<file path="config.mk">
export PLATFORM = sky130hd
export DESIGN_NAME = axis_detector_writer
export DESIGN_NICKNAME = d
export VERILOG_FILES = /design/src/rtl/axis_detector_writer.sv
export SDC_FILE = /design/constraint.sdc
export NUM_CORES = 1
export LEC_CHECK = 0
export CAP_MARGIN = 10
export CORE_UTILIZATION = 38
export CTS_CLUSTER_DIAMETER = 60
export DETAILED_ROUTE_END_ITERATION = 12
export PLACE_DENSITY = 0.66
export SETUP_SLACK_MARGIN = 0.1
export SYNTH_ARGS = -nofsm -noshare
export SYNTH_HDL_FRONTEND = slang
export SYNTH_SLANG_ARGS = --single-unit
</file>
<file path="constraint.sdc">
create_clock -name aclk -period 2.5 [get_ports aclk]
set_clock_uncertainty 0.05 [all_clocks]
set_input_delay 0.75 -clock aclk [delete_from_list [all_inputs] [get_ports aclk]]
set_output_delay 0.75 -clock aclk [all_outputs]
set_load 0.05 [all_outputs]
</file>
<file path="src/rtl/axis_detector_writer.sv">
// -----------------------------------------------------------------------------
// axis_detector_writer
//
// Replays recorded detector hit events onto the detector bus. Each 128-bit
// AXI4-Stream word carries {timestamp, hit pattern}. The block holds the event
// until its free-running cycle timer reaches the timestamp. It then drives the
// hit pattern for L+1 cycles, followed by at least one all-zero cycle.
//
// Compile-time option:
//   DETECTOR_WRITER_LATE_DROP_EN
//     defined   : an event whose timestamp has already passed is dropped and
//                 counted in sts_late (saturating).
//     undefined : a late event is emitted at once, and sts_late reads 0.
//
// Ports:
//   aclk           in   system clock, rising edge
//   aresetn        in   asynchronous active-low reset
//   cfg_data       in   [7:0] pulse length minus one (L), [8] run enable
//   s_axis_tdata   in   [TIME+DATA-1:DATA] timestamp, [DATA-1:0] hit pattern
//   s_axis_tvalid  in   event valid
//   s_axis_tready  out  registered ready; depends only on state and enable
//   det_data       out  registered detector output
//   sts_time       out  current timer value (held at 0 while disabled)
//   sts_late       out  number of dropped late events
//   dbg_state      out  FSM state (0 IDLE, 1 WAIT, 2 PULSE, 3 GAP)
//
// Handshake: an event is transferred on a rising edge where s_axis_tvalid and
// s_axis_tready are both high. The source must hold tdata stable while tvalid
// is high and no transfer has happened. tready never looks at tvalid.
// -----------------------------------------------------------------------------
`timescale 1ns/1ps

module axis_detector_writer #(
    parameter int DATA_WIDTH = 64,
    parameter int TIME_WIDTH = 64
) (
    input  logic                             aclk,
    input  logic                             aresetn,
    input  logic [8:0]                       cfg_data,
    input  logic [TIME_WIDTH+DATA_WIDTH-1:0] s_axis_tdata,
    input  logic                             s_axis_tvalid,
    output logic                             s_axis_tready,
    output logic [DATA_WIDTH-1:0]            det_data,
    output logic [TIME_WIDTH-1:0]            sts_time,
    output logic [31:0]                      sts_late,
    output logic [1:0]                       dbg_state
);

    typedef enum logic [1:0] {
        S_IDLE  = 2'd0,
        S_WAIT  = 2'd1,
        S_PULSE = 2'd2,
        S_GAP   = 2'd3
    } state_t;

    localparam logic [TIME_WIDTH-1:0] TIME_ONE = {{(TIME_WIDTH-1){1'b0}}, 1'b1};

    logic                  enable;
    logic [7:0]            pulse_len;

    state_t                state_q;
    logic [TIME_WIDTH-1:0] time_q;
    logic [TIME_WIDTH-1:0] time_d;
    logic [TIME_WIDTH-1:0] ev_time_q;
    logic [DATA_WIDTH-1:0] ev_data_q;
    logic [DATA_WIDTH-1:0] det_q;
    logic [7:0]            cnt_q;
    logic                  ready_q;

    assign enable    = cfg_data[8];
    assign pulse_len = cfg_data[7:0];

    // ------------------------------------------------------------------------
    // Free-running timer: cleared while disabled, wraps naturally.
    // ------------------------------------------------------------------------
    assign time_d = enable ? (time_q + TIME_ONE) : '0;

    always_ff @(posedge aclk or negedge aresetn) begin
        if (!aresetn) begin
            time_q <= '0;
        end else begin
            time_q <= time_d;
        end
    end

    // ------------------------------------------------------------------------
    // Event FSM. Disable has priority over everything and throws away any
    // latched event.
    // ------------------------------------------------------------------------
    always_ff @(posedge aclk or negedge aresetn) begin
        if (!aresetn) begin
            state_q   <= S_IDLE;
            ev_time_q <= '0;
            ev_data_q <= '0;
            det_q     <= '0;
            cnt_q     <= '0;
            ready_q   <= 1'b0;
        end else if (!enable) begin
            state_q   <= S_IDLE;
            det_q     <= '0;
            cnt_q     <= '0;
            ready_q   <= 1'b0;
        end else begin
            case (state_q)
                S_IDLE: begin
                    ready_q <= 1'b1;
                    if (s_axis_tvalid && ready_q) begin
                        ev_time_q <= s_axis_tdata[TIME_WIDTH+DATA_WIDTH-1:DATA_WIDTH];
                        ev_data_q <= s_axis_tdata[DATA_WIDTH-1:0];
                        ready_q   <= 1'b0;
                        state_q   <= S_WAIT;
                    end
                end
                S_WAIT: begin
                    if (time_q == ev_time_q) begin
                        det_q   <= ev_data_q;
                        cnt_q   <= '0;
                        state_q <= S_PULSE;
                    end else if (time_q > ev_time_q) begin
`ifdef DETECTOR_WRITER_LATE_DROP_EN
                        // Timestamp already passed: drop it and reopen input.
                        ready_q <= 1'b1;
                        state_q <= S_IDLE;
`else
                        // Timestamp already passed: play it out right away.
                        det_q   <= ev_data_q;
                        cnt_q   <= '0;
                        state_q <= S_PULSE;
`endif
                    end
                end
                S_PULSE: begin
                    // L is read live, so a shortened L ends the pulse at once.
                    if (cnt_q >= pulse_len) begin
                        det_q   <= '0;
                        state_q <= S_GAP;
                    end else begin
                        cnt_q <= cnt_q + 8'd1;
                    end
                end
                S_GAP: begin
                    ready_q <= 1'b1;
                    state_q <= S_IDLE;
                end
                default: begin
                    state_q <= S_IDLE;
                end
            endcase
        end
    end

    // ------------------------------------------------------------------------
    // Late-event counter. It survives disable and clears only on reset.
    // ------------------------------------------------------------------------
`ifdef DETECTOR_WRITER_LATE_DROP_EN
    logic [31:0] late_q;

    always_ff @(posedge aclk or negedge aresetn) begin
        if (!aresetn) begin
            late_q <= '0;
        end else if (enable && (state_q == S_WAIT) && (time_q > ev_time_q)
                     && (late_q != 32'hFFFF_FFFF)) begin
            late_q <= late_q + 32'd1;
        end
    end

    assign sts_late = late_q;
`else
    assign sts_late = 32'd0;
`endif

    assign s_axis_tready = ready_q;
    assign det_data      = det_q;
    assign sts_time      = time_q;
    assign dbg_state     = state_q;

endmodule

</file>
# --- After elaboration in Yosys (flattened, before gate mapping) ---
# Index checks and enable logic that the tools add are counted.
word_totals:
  ff_bits: 267
classes:
  n_eq_ne: 10
  n_mux: 20
  magnitude_cmp: 2
  reduce_logical: 6
  addsub: 2
ops:
  columns: ["op", "count"]
  rows:
  - ["two-way mux 64 bit", 5]
  - ["one-hot mux 64 bit (2 select lines)", 1]
  - ["adder 64 x 1 -> 64 bit, second input constant", 1]
  - ["equality test 64 bit", 1]
  - ["greater-than comparator 64 bit", 1]
  - ["two-way mux 8 bit", 4]
  - ["one-hot mux 8 bit (2 select lines)", 1]
  - ["AND reduction 3 bit", 4]
  - ["two-way mux 2 bit", 5]
  - ["!= test 3 bit, second input constant", 3]
  - ["adder 8 x 1 -> 8 bit, second input constant", 1]
  - ["greater-or-equal comparator 8 bit", 1]
  - ["one-hot mux 2 bit (4 select lines)", 1]
  - ["!= test 3 x 1 -> 1 bit, second input constant", 2]
  - ["equality test 2 bit, second input constant", 2]
  - ["!= test 4 bit, second input constant", 1]
  - ["equality test 2 x 1 -> 1 bit, second input constant", 1]
  - ["zero test 2 bit", 1]
  - ["two-way mux 1 bit", 2]
  - ["one-hot mux 1 bit (2 select lines)", 1]
  - ["logical AND 1 bit", 1]

# --- Depth between registers and ports, before layout ---
# Gate-level depths: netlist (run 1).
logic_depth:
  word_depth: 5
  ltp_mapped: 12
  ltp_nobuf: 10

# --- Least setup slack after synthesis (run 1) ---
# No wires, ideal clock.
synth_path:
  path_type: "register to register"
  from: "register time_q[13], in the netlist sts_time[13]"
  to: "register det_q[10], in the netlist det_data[10]"
  synth_period_minus_slack_ns: 2.850
  t_arrival_ns: 2.721
  path_slack_ns: -0.350
  stages_incl_launch_ff: 12
  path_cell_list: "dfrtp_1 ha_1 and4_1 nand2_1 a2111oi_0 a31oi_1 a21boi_1 o2111ai_2 a21oi_1 buf_6 buf_8 mux2i_1"
synth_between:
  elab_chain_len: 4
synth_rtl:
  columns: ["item", "line", "source"]
  rows:
  - ["start: declaration", "62", "logic [TIME_WIDTH-1:0] time_q;"]
  - ["start signal: assignment", "82", "time_q <= time_d;"]
  - ["branches (longest 4 deep; another with greater-than comparator 64 bit)", null, null]
  - ["end signal: assignment", "116", "det_q <= ev_data_q;"]
  - ["end signal: assignment", "126", "det_q <= ev_data_q;"]
  - ["end: declaration", "66", "logic [DATA_WIDTH-1:0] det_q;"]
# Parallel ways; which one is timed is not known.
# A chain may end at the register's enable or synchronous reset.

# --- Final worst setup path (run 1) ---
layout_path:
  from: "register time_q[63], in the netlist sts_time[63]"
  to: "register det_q[0], in the netlist det_data[0]"
# Same word-level chain as after synthesis.

==> results summary, run 1 <==
Across all layers, the routed design uses 10,300 vias. The number of global-route vias before repair is 10,611. During I/O placement, the number of pins put on the boundary was 303.

The setup path with the least slack is of type reg2reg. The first global-routing pass estimated 56.3 mm of wire. On the critical path the largest part of the delay comes from buffers and inverters. The endpoint required time on the critical path came out at 2.91 ns. Setup violations remaining at the end of the flow were counted as 74.

For the worst-skew pair, the clock arrives at the later sink with an insertion delay of 0.54 ns. The length of the first detailed-routing pass in iterations is 4. The count of H-tree levels built during CTS came out at 2. The cell at the root of the clock tree is sky130_fd_sc_hd__clkbuf_16. The biggest fanout along the worst timing path is 6. The count of different cell masters after synthesis came out at 59. From left edge to right edge, the die measures 191 um. Summing all flip-flop and latch instances after layout gives 6740 um2. For this run, the total global-route usage over all layers was measured as 0.197. The worst-case IR drop observed on VDD is 955 uV. Among all stages on the critical path, the largest delay is contributed by sky130_fd_sc_hd__dfrtp_2.

TritonCTS built the clock tree. The congestion estimate from routability-driven global placement came to 0.822. The commonest non-fill, non-tap cell in the layout is sky130_fd_sc_hd__dfrtp_1.

The violation count after the first detailed-route iteration came out at 430. The buffering stage count on the worst path with inverters included is 6. Entering global routing, the biggest net connects 80 pins. The net count of the finished layout came out at 1,889. Traced cell by cell, the critical path runs through ha_4, nand4_1, buf_4, nor4_4, buf_4, o2111ai_2, buf_6, a21oi_4, buf_12, buf_16, buf_12, mux2i_1. For this run, the number of standard cells in the final layout without fillers is 2,152. The total wire length came out at 35.9 mm. Setup repair after global routing could not meet its margin everywhere. The flow ran to the end, but the final reports show violations.

The post-route standard cell area excluding fillers came out at 19,800 um2. Of the total power, registers draw 0.343. The worst setup path is launched from a flop. For this run, the slowest stage of the critical path takes 0.42 ns. The area added between synthesis and finish is 45.9%. At the worst endpoint, the arrival time is 3.17 ns. The number of pins exceeding their max-slew limit in the final report is 0. The half-perimeter wire length after placement came out at 25.7 mm. In this run, synthesis produced a sequential element count of 267. The tool flagged a number of max-cap violations equal to 0. The die covers 36,500 um2.

The post-layout worst setup margin came out at -0.251 ns. The analysis attributes to cell leakage a power of 9.63 nW. The layout filler cell count came out at 3,039.

The number of sinks handled by clock tree synthesis is 267. The area after detailed placement came out at 17,900 um2. Yosys mapped a number of flops with a built-in enable equal to 0. The ratio of cells with drive above 1 in the final layout came out at 0.301. For this design the total switching power over the nets is 7.51 mW. The post-layout minimum cycle time is 2.75 ns. The startpoint identified for the worst register-to-register timing path is sts_time[63]$_DFF_PN0_. The worst hold-check path type is in2async. The number of buffers created by CTS came out at 34.

The vias per cell came out at 4.79. The area of the core region came out at 34,900 um2. The pre-CTS setup slack is -0.733 ns. The internal power of the cells is 12.3 mW. The final period utilization came out at 1.10. The total power density per cell area is 998 nW/um2. The count of mapped cells out of synthesis came out at 1,226. The summed instance area of the synthesized netlist is 13,600 um2. The worst-case clock buffer depth is 3. The number of nets with antenna violations after routing came out at 0. The number of buffers inserted by port buffering came out at 270.

In the layout the commonest cells are 223 x sky130_fd_sc_hd__dfrtp_1, 154 x sky130_fd_sc_hd__buf_4, 151 x sky130_fd_sc_hd__inv_1, 133 x sky130_fd_sc_hd__clkdlybuf4s50_1, 129 x sky130_fd_sc_hd__mux2_2. The number of antenna violations at the first check in global routing is 2. The number of placed instances, taps included, is 2,056. The count of synthesis-stage warnings from yosys came out at 0. In the synthesized netlist the dominant register cell turns out to be sky130_fd_sc_hd__dfrtp_1. Summing all multi-input logic gate instances after layout gives 6530 um2.

The proportion of total power due to net switching is 0.380. After global routing the overflow that remains totals 0. The checks that failed: setup timing. The relative slew slack came out at 0.562. The initial standard-cell utilization of the core is 0.389. The endpoint kind of the worst setup timing path is a flop.

The number of cell rows came out at 68. The top achievable clock speed is 363 MHz. The portion of total power attributed to combinational logic came out at 0.415. The wire length per cell after detailed routing came out at 16.7 um. The critical path starts at sts_time[63]$_DFF_PN0_.

The actual slew at the worst max-slew pin is 0.657 ns. The final count of hold timing violations came out at 0. The clock power share is 0.243.

The share of flip-flops with an asynchronous set or reset is 1.00. The vertical die dimension came out at 191 um. After synthesis, the mean cell area works out to 11.1 um2. The clock-pin slew on the worst setup and hold paths is 0.06 ns. The utilization of the core after routing is 0.568.

The sequential cell area fraction in the yosys report came out at 0.492. In the routed design, unresolved DRC markers number 0.
==> state kept, by name (all words and copies together) (netlist names) <==
name and cells:
cnt_q 8, dbg_state 2, det_data 64, ev_data_q 64
ev_time_q 64, s_axis_tready 1, sts_time 64
==> Yosys cell counts, types with 2 or more instances <==
master / n / area share
sky130_fd_sc_hd__mux2_2: 129 / 0.11
sky130_fd_sc_hd__a21oi_1: 30 / 0.011
sky130_fd_sc_hd__and2_1: 48 / 0.022
sky130_fd_sc_hd__a221oi_1: 2 / 0.0013
sky130_fd_sc_hd__a21boi_0: 14 / 0.0077
sky130_fd_sc_hd__and3_1: 6 / 0.0028
sky130_fd_sc_hd__nand2_1: 112 / 0.031
sky130_fd_sc_hd__ha_1: 79 / 0.073
sky130_fd_sc_hd__xnor2_1: 40 / 0.026
sky130_fd_sc_hd__nor3_1: 9 / 0.0033
sky130_fd_sc_hd__a211o_1: 2 / 0.0013
sky130_fd_sc_hd__a211oi_1: 3 / 0.0017
sky130_fd_sc_hd__o22ai_1: 2 / 0.00092
sky130_fd_sc_hd__nor2_1: 15 / 0.0041
sky130_fd_sc_hd__dfrtp_1: 267 / 0.49
sky130_fd_sc_hd__nor4_1: 3 / 0.0014
sky130_fd_sc_hd__mux2i_1: 67 / 0.049
sky130_fd_sc_hd__buf_4: 33 / 0.018
sky130_fd_sc_hd__and4_1: 7 / 0.0045
sky130_fd_sc_hd__or3_1: 17 / 0.0078
sky130_fd_sc_hd__nor2b_1: 9 / 0.0041
sky130_fd_sc_hd__clkbuf_1: 30 / 0.0083
sky130_fd_sc_hd__a21o_1: 4 / 0.0022
sky130_fd_sc_hd__nand4_1: 27 / 0.012
sky130_fd_sc_hd__a2bb2oi_1: 2 / 0.0013
sky130_fd_sc_hd__nor4_2: 2 / 0.0018
sky130_fd_sc_hd__a2111oi_0: 3 / 0.0019
sky130_fd_sc_hd__nand4_2: 2 / 0.0018
sky130_fd_sc_hd__o21ai_0: 24 / 0.0088
sky130_fd_sc_hd__xor2_1: 10 / 0.0065
sky130_fd_sc_hd__o211ai_1: 3 / 0.0017
sky130_fd_sc_hd__buf_8: 6 / 0.0066
sky130_fd_sc_hd__o221ai_1: 2 / 0.0013
sky130_fd_sc_hd__inv_1: 157 / 0.043
sky130_fd_sc_hd__and2_0: 2 / 0.00092
sky130_fd_sc_hd__nand3_1: 29 / 0.011
sky130_fd_sc_hd__o21a_1: 7 / 0.0039
==> power groups by stage <==
stage	Combinational, mW	Clock [mW]	Sequential [mW]
after floorplan	3.36	0	8.55
after global placement	7.64	0	6.81
after detailed placement	7.83	0	6.84
after CTS	8.00	4.94	6.79
after global routing	8.82	5.10	6.98
final	8.20	4.80	6.78
==> per-stage QoR <==
stage	setup TNS (ns)	power, mW	hold WS, ns
final	-14.61	19.8	0.0458
after global placement	-48.30	14.5	0.437
after detailed placement	-51.59	14.7	0.443
after floorplan	-10.80	11.9	0.404
after global routing	-21.40	20.9	0.0534
after CTS	-14.29	19.7	0.0364
==> worst register-to-register path, stage by stage (launching register included) <==
cell                        delay [ns]
sky130_fd_sc_hd__dfrtp_2          0.42
sky130_fd_sc_hd__ha_4             0.28
sky130_fd_sc_hd__nand4_1          0.16
sky130_fd_sc_hd__buf_4            0.20
sky130_fd_sc_hd__nor4_4           0.35
sky130_fd_sc_hd__buf_4            0.18
sky130_fd_sc_hd__o2111ai_2        0.12
sky130_fd_sc_hd__buf_6            0.15
sky130_fd_sc_hd__a21oi_4          0.19
sky130_fd_sc_hd__buf_12           0.14
sky130_fd_sc_hd__buf_16           0.13
sky130_fd_sc_hd__buf_12           0.13
sky130_fd_sc_hd__mux2i_1          0.18
==> layer usage <==
| layer | vias up | part of all wire | wire (um) | global-route usage |
|---|---|---|---|---|
| met2 | 214 | 0.51 | 18200 | 0.339 |
| li1 | 4955 | - | - | - |
| met1 | 5065 | 0.43 | 15300 | 0.251 |
| met5 | - | 0 | 0 | 0 |
| met4 | 0 | 0.027 | 972 | 0.0665 |
| met3 | 66 | 0.039 | 1400 | 0.0297 |
==> repair_timing <==
| item | 4_1_cts | 5_1_grt |
|---|---|---|
| pin swaps | 30 | 45 |
| endpoints found under the setup margin | 191 | 109 |
| gates resized for setup | 181 | 87 |
| hold buffers | 0 | 0 |
| buffers inserted | 11 | 20 |
| gates cloned | 3 | 2 |
==> kinds of logic after synthesis <==
group	synth area share
DFF	0.492
xor gates and xnor gates	0.0323
buffers and inverters	0.0778
AOI/OAI and AO/OA	0.0495
other	0.000276
and+or+nand+nor	0.119
adders and majority gates	0.0728
muxes	0.156
==> area by class of cell <==
cell class	count	area share
Clock inverter	10	0.00651
Tap cell	455	0.0287
Clock buffer	51	0.0497
Timing Repair Buffer	448	0.215
Antenna cell	2	0.000253
Inverter	157	0.0298
Sequential cell	267	0.340
Multi-Input combinational cell	762	0.330
==> path summary, 6_finish.rpt <==
kind / endpoint / slack, ns / cells past startpoint
min in group aclk: det_data[42]$_DFFE_PN0P_ / 0.44 / 2
hold / removal: ev_time_q[39]$_DFFE_PN0P_ / 0.05 / 1
setup / recovery: det_data[0]$_DFFE_PN0P_ / -0.25 / 12
setup reg to reg: det_data[0]$_DFFE_PN0P_ / -0.25 / 12
max in group asynchronous: cnt_q[5]$_DFFE_PN0P_ / 1.56 / 3
hold reg to reg: det_data[42]$_DFFE_PN0P_ / 0.44 / 2
Power figures use the tool's default switching activity.
==> inputs of run 2 (changes only) <==
--- a/config.mk
+++ b/config.mk
@@ -6,6 +6,7 @@
 export NUM_CORES = 1
 export LEC_CHECK = 0
 export CAP_MARGIN = 10
+export CORE_MARGIN = 4
 export CORE_UTILIZATION = 38
 export CTS_CLUSTER_DIAMETER = 60
 export DETAILED_ROUTE_END_ITERATION = 12
==> run 2 against run 1 <==
Effect of this change: the flow still finishes with violations (setup timing); register-to-register slack improved by 0.06 ns; combinational power decreased by 1%; utilization decreased by 0.31 points; hold slack improved by 0.053 ns; global-route usage decreased by 1.3 points; via count decreased by 0.27%; non-clock buffer count decreased by 12; critical path depth increased by 1; design area decreased by 0.55%.
==> results summary, run 2 (synthesis results as in run 1) <==
The net count of the finished layout was 1,879 (-0.53%). The post-layout worst setup margin came out at -0.193 ns (+0.0584 ns). The first-pass GRT wire length came out at 57.4 mm (+2.1%). The initial standard-cell utilization of the core is 0.389 (unchanged). For this design, the slowest cell found on the critical path is sky130_fd_sc_hd__dfrtp_2.

The largest incremental delay on the critical path is 0.41 ns (about the same). The critical path goes through inv_2, ha_4, nand2b_4, a2111oi_4, a2111oi_4, a31oi_4, a21boi_4, o2111ai_4, a21oi_4, buf_12, buf_16, buf_8, mux2i_1. STA classifies the critical path endpoint as a flop. The checks that failed: setup timing. The clock network latency to the later pin of the worst-skew pair is 0.53 ns (about the same).

The ratio of cells with drive above 1 in the final layout came out at 0.300 (-0.00136). In this run the worst hold path is classified as in2async. The biggest fanout along the worst timing path came out at 4 (-2). The final global-route overflow total is 0 (unchanged). The half-perimeter wire length after placement is 26.7 mm (+4.1%). The x dimension of the die is 197 um (+3.1%).

The post-layout minimum cycle time came out at 2.69 ns (-0.0584 ns). The number of cell rows is 68 (unchanged). The cell at the root of the clock tree is sky130_fd_sc_hd__clkbuf_16.

The buffering stage count on the worst path with inverters included is 4 (-2). In this design, the largest share of critical-path delay is due to compound AO/OA/AOI/OAI gates. The worst reg2reg path depth came out at 13 (+1). By instance count, the cell type seen most on the critical path is sky130_fd_sc_hd__a2111oi_4. The routability congestion estimate from global placement is 0.816 (-0.73%). The relative slew slack is 0.597 (+0.0357).

The maximum number of pins on one net before global-route repair came to 70 (-13%). The largest vdd supply drop is 894 uV (-6.4%). The violation count after the first detailed-route iteration is 335 (-22%).

The setup-violating endpoint count in the final report is 72 (-2.7%). The number of nets with antenna violations after routing came out at 0 (unchanged). The worst hold slack after final layout was 0.0989 ns (+0.0530 ns). TritonCTS built the clock tree. The worst setup path is launched from a flop. The top achievable clock speed is 371 MHz (+2.2%). The count of maximum capacitance violations is 0 (unchanged). The endpoint identified for the worst register-to-register timing path is det_data[18]$_DFFE_PN0P_. The total wire length came to 36.7 mm (+2.4%). The number of pins exceeding their max-slew limit in the final report came out at 0 (unchanged). The run finished, with violations left. The number of sinks handled by clock tree synthesis came to 267 (unchanged). The number of top-level design ports came out at 303 (unchanged). The leakage power is 9.56 nW (-0.74%). The number of global-route vias before repair is 10,753 (+1.3%).

The vertical die dimension is 197 um (+3.1%). The flop-to-flop setup slack is -0.19 ns (+0.06 ns). Compared with the post-synthesis result, the final layout area differs by 45.1%. The count of H-tree levels built during CTS is 2 (unchanged). The DRC violation count after routing is 0 (unchanged). The actual slew at the worst max-slew pin is 0.604 ns (-0.0536 ns). The post-route standard cell area excluding fillers came out at 19,700 um2 (-0.55%).

The clock-pin slew on the worst setup and hold paths is 0.05 ns (about the same). The length of the first detailed-routing pass in iterations is 4 (unchanged). Setup repair after global routing could not meet its margin everywhere. The layout filler cell count is 3,008 (-1.0%). The vias per cell is 4.79 (about the same). In this run the critical register-to-register path is launched from sts_time[0]$_DFF_PN0_. The area after detailed placement came to 17,900 um2 (about the same). The critical path is of the reg2reg type. The cell count along the critical path is 13 (+1). The die area came out at 38,800 um2 (+6.4%).

The library cell used most frequently in the layout, excluding fill and tap cells, is sky130_fd_sc_hd__dfrtp_1. The number of antenna violations at the first check in global routing came out at 5 (+3). The data arrival time of the critical path came out at 3.09 ns (-0.08 ns). The area of the core region was 34,900 um2 (unchanged). The worst-case clock buffer depth is 3 (unchanged).

The overall via count from detail_route came out at 10,272 (-0.27%). The library cells used most frequently in the layout, excluding fill and tap cells, are 223 x sky130_fd_sc_hd__dfrtp_1, 150 x sky130_fd_sc_hd__buf_4, 149 x sky130_fd_sc_hd__inv_1, 133 x sky130_fd_sc_hd__clkdlybuf4s50_1, 129 x sky130_fd_sc_hd__mux2_2. The total power density per cell area came to 1010 nW/um2 (+1.6%).

The number of buffers inserted by port buffering is 270 (unchanged). The count of hold buffers inserted by post-cts repair came to 0 (unchanged). The number of buffers created by CTS is 36 (+5.9%). The final period utilization came out at 1.08 (-0.0234).

The most critical setup path has its startpoint at sts_time[0]$_DFF_PN0_. The overall global routing resource usage was 0.183 (-0.0134). The wire length per cell after detailed routing came out at 17.1 um (+2.7%). The final count of hold timing violations is 0 (unchanged). The endpoint required time on the critical path was 2.89 ns (-0.02 ns).
-- run 2: cell type report --
class | count | area [um2] | share of cell area
flip-flops and latches | 267 | 6740 | 0.342
multi-input cells | 762 | 6520 | 0.331
repair buffers | 436 | 4100 | 0.208
clock buffers | 53 | 1020 | 0.0520
inverters | 157 | 589 | 0.0299
well taps | 455 | 569 | 0.0289
clock inverters | 11 | 149 | 0.00756
diodes | 4 | 10.0 | 0.000508
-- run 2: worst max-delay path by stage --
stage	end	slack, ns
floorplan	det_data[10]$_DFFE_PN0P_	-0.17
global placement	det_data[0]$_DFFE_PN0P_	-0.69
detailed placement	det_data[48]$_DFFE_PN0P_	-0.75
CTS	det_data[48]$_DFFE_PN0P_	-0.20
global route	det_data[1]$_DFFE_PN0P_	-0.32
finish	det_data[18]$_DFFE_PN0P_	-0.19
-- run 2: worst register-to-register path: cells and delay by family (launching register included) --
kind | cells | cell delay [ns]
AND/OR/NAND/NOR | 1 | 0.15
multiplexers | 1 | 0.16
buffers and inverters | 4 | 0.46
adder cells (fa/ha/maj) | 1 | 0.18
flip-flops | 1 | 0.41
AO/OA/AOI/OAI | 6 | 1.20
-- run 2: repair_timing --
action | CTS | global route
buffers inserted | 6 | 15
resized for setup | 175 | 83
setup endpoints to repair | 197 | 119
cloned | 2 | 2
pin swaps | 29 | 28
-- run 2: per-stage QoR --
stage                     power (mW)  utilization  instances  worst slack (ns)  TNS (ns)
final                           20.0        0.565       2145            -0.193    -10.27
after global routing            21.1        0.565       2145            -0.316    -19.38
after CTS                       19.9        0.553       2124            -0.197    -11.35
after detailed placement        14.7        0.512       2053            -0.750    -66.54
after global placement          14.5        0.512       2053            -0.685    -60.41
after floorplan                 11.9            -       1257            -0.171    -10.80
-- run 2: where the power goes --
| part | total (mW) | internal, mW | switching [mW] |
|---|---|---|---|
| logic | 8.12 | 3.44 | 4.68 |
| clock network | 5.06 | 3.08 | 1.98 |
| registers | 6.79 | 5.92 | 0.868 |
-- run 2: layer usage --
layer / vias to the layer above / wire length, um / GRT usage
li1: 4944 / - / -
met1: 5039 / 15300 / 0.232
met2: 222 / 18700 / 0.315
met3: 65 / 1610 / 0.0312
met4: 2 / 1090 / 0.0719
met5: - / 12 / 0
